`config.mk`:
```
export PLATFORM = sky130hd
export DESIGN_NAME = hazard_unit
export DESIGN_NICKNAME = d
export VERILOG_FILES = /design/src/rtl/hazard_unit.sv
export SDC_FILE = /design/constraint.sdc
export NUM_CORES = 1
export LEC_CHECK = 0
export CORE_MARGIN = 10
export CORE_UTILIZATION = 26
export DETAILED_ROUTE_END_ITERATION = 10
export PLACE_DENSITY = 0.9
export SETUP_SLACK_MARGIN = 0.15
export SYNTH_ARGS = -nofsm -noshare
export SYNTH_HDL_FRONTEND = slang
export SYNTH_SLANG_ARGS = --single-unit
```
`constraint.sdc`:
```
create_clock -name vclk -period 0.8
set_input_delay 0.16 -clock vclk [all_inputs]
set_output_delay 0.16 -clock vclk [all_outputs]
set_load 0.03 [all_outputs]
```
`src/rtl/hazard_unit.sv`:
```
// hazard_unit: forwarding selects, load-use stall and flush controls for a
// 5-stage pipeline with an 8-entry register file. Hazard outputs are purely
// combinational. Define HAZARD_STATS_EN to build saturating stall/flush/forward
// event counters; otherwise the counter ports are tied to zero and no flops exist.
module hazard_unit #(
  parameter int STAT_W = 16
) (
  input  logic              clk,
  input  logic              rst,
  input  logic [2:0]        reg_read_adr1_d,
  input  logic [2:0]        reg_read_adr2_d,
  input  logic [2:0]        reg_read_adr1_e,
  input  logic [2:0]        reg_read_adr2_e,
  input  logic [2:0]        reg_write_adr_e,
  input  logic              mem_to_reg_e,
  input  logic              reg_write_m,
  input  logic [2:0]        reg_write_adr_m,
  input  logic              reg_write_w,
  input  logic [2:0]        reg_write_adr_w,
  input  logic              PC_source,
  input  logic              stats_clear,
  output logic              stall_f,
  output logic              stall_d,
  output logic              flush_d,
  output logic              flush_e,
  output logic [1:0]        forward1_e,
  output logic [1:0]        forward2_e,
  output logic [STAT_W-1:0] stall_count,
  output logic [STAT_W-1:0] flush_count,
  output logic [STAT_W-1:0] fwd_count
);

  logic lw_stall;

  // Operand forwarding: Memory result wins over Writeback; register 0 is not special.
  always_comb begin
    forward1_e = 2'b00;
    forward2_e = 2'b00;
    if (reg_write_m && (reg_write_adr_m == reg_read_adr1_e))
      forward1_e = 2'b10;
    else if (reg_write_w && (reg_write_adr_w == reg_read_adr1_e))
      forward1_e = 2'b01;
    if (reg_write_m && (reg_write_adr_m == reg_read_adr2_e))
      forward2_e = 2'b10;
    else if (reg_write_w && (reg_write_adr_w == reg_read_adr2_e))
      forward2_e = 2'b01;
  end

  // Load-use stall plus flushes; a taken branch clears F/D even while stalled.
  always_comb begin
    lw_stall = mem_to_reg_e &&
               ((reg_write_adr_e == reg_read_adr1_d) ||
                (reg_write_adr_e == reg_read_adr2_d));
    stall_f  = lw_stall;
    stall_d  = lw_stall;
    flush_d  = PC_source;
    flush_e  = lw_stall || PC_source;
  end

`ifdef HAZARD_STATS_EN
  localparam logic [STAT_W-1:0] CNT_MAX = '1;

  logic any_fwd;
  assign any_fwd = (forward1_e != 2'b00) || (forward2_e != 2'b00);

  // Saturating event counters; clear beats increment.
  always_ff @(posedge clk or posedge rst) begin
    if (rst) begin
      stall_count <= '0;
      flush_count <= '0;
      fwd_count   <= '0;
    end else if (stats_clear) begin
      stall_count <= '0;
      flush_count <= '0;
      fwd_count   <= '0;
    end else begin
      if (lw_stall && (stall_count != CNT_MAX))
        stall_count <= stall_count + 1'b1;
      if (PC_source && (flush_count != CNT_MAX))
        flush_count <= flush_count + 1'b1;
      if (any_fwd && (fwd_count != CNT_MAX))
        fwd_count <= fwd_count + 1'b1;
    end
  end
`else
  logic unused_stats;
  assign unused_stats = &{1'b0, clk, rst, stats_clear};
  assign stall_count  = '0;
  assign flush_count  = '0;
  assign fwd_count    = '0;
`endif

endmodule

```
==> impl_metrics.ini <==
[run_status]
status = finished with violations
violations_in_the_final_reports = negative setup slack

[worst_setup_path]
critical_path_end_type = primary output
path_cells = buf_6 > xnor2_2 > nand4_1 > nand3b_1 > buf_6
setup.worst_path.class = primary input to primary output
critPathMaxStageDelay_ns = 0.19
crit_arrival_ns = 0.87
timing.critical_path.slowest_stage_cell = sky130_fd_sc_hd__nand4_1
worst_ep_required_time_ns = 0.64
crit_path_frequent_cell = sky130_fd_sc_hd__buf_6
critical_path_peak_fanout = 2
worst_setup_path_start_kind = primary input

[grt]
gr-total-overflow = 0
grt_pass1_wl_um = 2250
grt.total_usage = 0.0594
first_global_vias = 477
antenna_found_initial = 0
pin_count_of_the_biggest_net_entering_global_routing = 3

[place]
post-place-cells = 137
detailed_place_hpwl_um = 1670
numPortBuffers = 33
globalplace.congestion = 0.660

[synthesis]
yosysWarnings = 0
ys_top_cells_by_area = sky130_fd_sc_hd__buf_4 62%, sky130_fd_sc_hd__xnor2_1 26%, sky130_fd_sc_hd__nand4_1 4.1%, sky130_fd_sc_hd__and4_4 3.7%, sky130_fd_sc_hd__nor2_2 2.1%
yosysSeqAreaShare = 0
netlist_area_um2 = 608
syn-mean-instance-area_um2 = 7.70
synth.top_cell.area_share = 0.617
yosysUniqueCellTypes = 8
largest_area_contributor_in_the_synthesized_netlist = sky130_fd_sc_hd__buf_4
postSynthCellCount = 79

[layout]
nFlopsAndLatches = 0
utilization = 0.429
layout.cells.non_filler = 137
multi_input_comb_area_um2 = 562
num-nets-final = 139
final_layout_size_suffix_gt1_frac = 0.486
area_growth_syn_to_layout_pct = 56.0
ff_latch_area_um2 = 0
clock_buffers = 0
antenna_cells_inserted = 0
num-fill-cells = 225

[pwr]
power.density_mw_per_mm2 = 822
power.total_uw = 780
leakagePower_nw = 0.516
ir_drop_mv = 0.339

[floorplanning]
chipWidth_um = 68.4
placeableCoreArea_mm2 = 0.00221
floorplan.io_pins = 84
die_area_mm2 = 0.00467
floorplan.rows = 17
initial_utilization = 0.275
die_y_um = 68.4

[sta]
timing.final.crit_share = 1.29
post-route-min-period_ns = 1.03
rsz0062_at_grt = yes
timing.fmax_ghz = 0.970
worst_slack_ns = -0.230
final-setup-viol-count = 7
hold_violations = 0
timing.final.max_slew_violations = 0

[min_path]
worst_hold_path.endpoint = flush_d
hp-class = primary input to primary output
hold_path_startpoint = PC_source
min_delay_path_depth = 2

[route]
route.detailed.wl_per_inst_um = 12.7
drt_pass1_iterations = 2
ant_nets = 0
wl_um = 1740
post-route-drc-count = 0
drt-vias-per-instance = 3.27
drt-initial-drc-count = 4
vias = 448

[clock_network]
cts_hold_buffers = 0

[run]
number_of_maximum_capacitance_constraint_violations = 0
-- where the power goes --
| group | switching, mW | internal [mW] | total [mW] |
|---|---|---|---|
| Clock | 0 | 0 | 0 |
| Combinational | 0.492 | 0.287 | 0.780 |
| Sequential | 0 | 0 | 0 |
| Total | 0.492 | 0.287 | 0.780 |
-- cells in the mapped netlist --
| master | number |
|---|---|
| sky130_fd_sc_hd__nor2_2 | 2 |
| sky130_fd_sc_hd__nand4_1 | 4 |
| sky130_fd_sc_hd__conb_1 | 1 |
| sky130_fd_sc_hd__and4_4 | 2 |
| sky130_fd_sc_hd__nand3b_1 | 1 |
| sky130_fd_sc_hd__nand2_1 | 1 |
| sky130_fd_sc_hd__xnor2_1 | 18 |
| sky130_fd_sc_hd__buf_4 | 50 |
-- layout by cell type, fill, tap and decap left out, drive strengths merged --
master | synthesis | final
nor2 | 2 | 2
nand3b | 1 | 1
nand2 | 1 | 1
conb | 1 | 48
nand4 | 4 | 4
and4 | 2 | 2
dlygate4sd2 | 0 | 3
buf | 50 | 30
xnor2 | 18 | 18
-- how the worst max path moves through the flow --
| stage | startpoint | to | slack, ns | cells after the start |
|---|---|---|---|---|
| after global placement | reg_write_adr_m[1] | forward2_e[0] | -0.68 | 5 |
| after detailed placement | reg_write_adr_e[0] | flush_e | -0.70 | 5 |
| after CTS | reg_write_adr_e[1] | flush_e | -0.24 | 5 |
| final | reg_read_adr2_d[1] | flush_e | -0.23 | 5 |
| after global routing | reg_read_adr1_d[2] | flush_e | -0.31 | 5 |
| after floorplan | reg_read_adr2_d[1] | flush_e | -0.12 | 3 |
-- repair_timing --
| action | in CTS | in global routing |
|---|---|---|
| resized for setup | 134 | 8 |
| endpoints found under the setup margin | 8 | 8 |
| pin swaps | 28 | 15 |
| setup buffers | 0 | 0 |
-- cell type report --
cell class | count | share of cell area
tap | 28 | 0.0369
timing repair buffer | 33 | 0.371
multi-input combinational | 76 | 0.592
-- worst max-delay path, delay by kind of cell --
family / cells / cell delay (ns)
XOR/XNOR: 1 / 0.14
AND/OR/NAND/NOR: 2 / 0.34
buffers and inverters: 2 / 0.23
-- per-stage QoR --
step / hold slack (ns) / setup slack [ns] / cell area, um2 / TNS, ns
after CTS: 0.634 / -0.244 / 912 / -1.40
after detailed placement: 0.911 / -0.701 / 832 / -4.87
final: 0.540 / -0.230 / 948 / -1.35
after global placement: 0.914 / -0.675 / 832 / -4.76
after floorplan: 0.452 / -0.116 / 866 / -0.304
after global routing: 0.554 / -0.310 / 948 / -1.70
-- metal layers --
metal / wire [um] / part of all wire / track usage / up-vias
met2: 1060 / 0.61 / 0.123 / 34
li1: - / - / - / 212
met1: 405 / 0.23 / 0.0579 / 202
met5: 0 / 0 / 0 / -
met4: 0 / 0 / 0 / 0
met3: 275 / 0.16 / 0.0196 / 0
-- cells by family after synthesis --
kind of cell | count (synthesis) | share of synthesized area
xor gates and xnor gates | 18 | 0.259
and+or+nand+nor | 10 | 0.117
other | 1 | 0.00617
buffers and inverters | 50 | 0.617
Power figures use the tool's default switching activity.
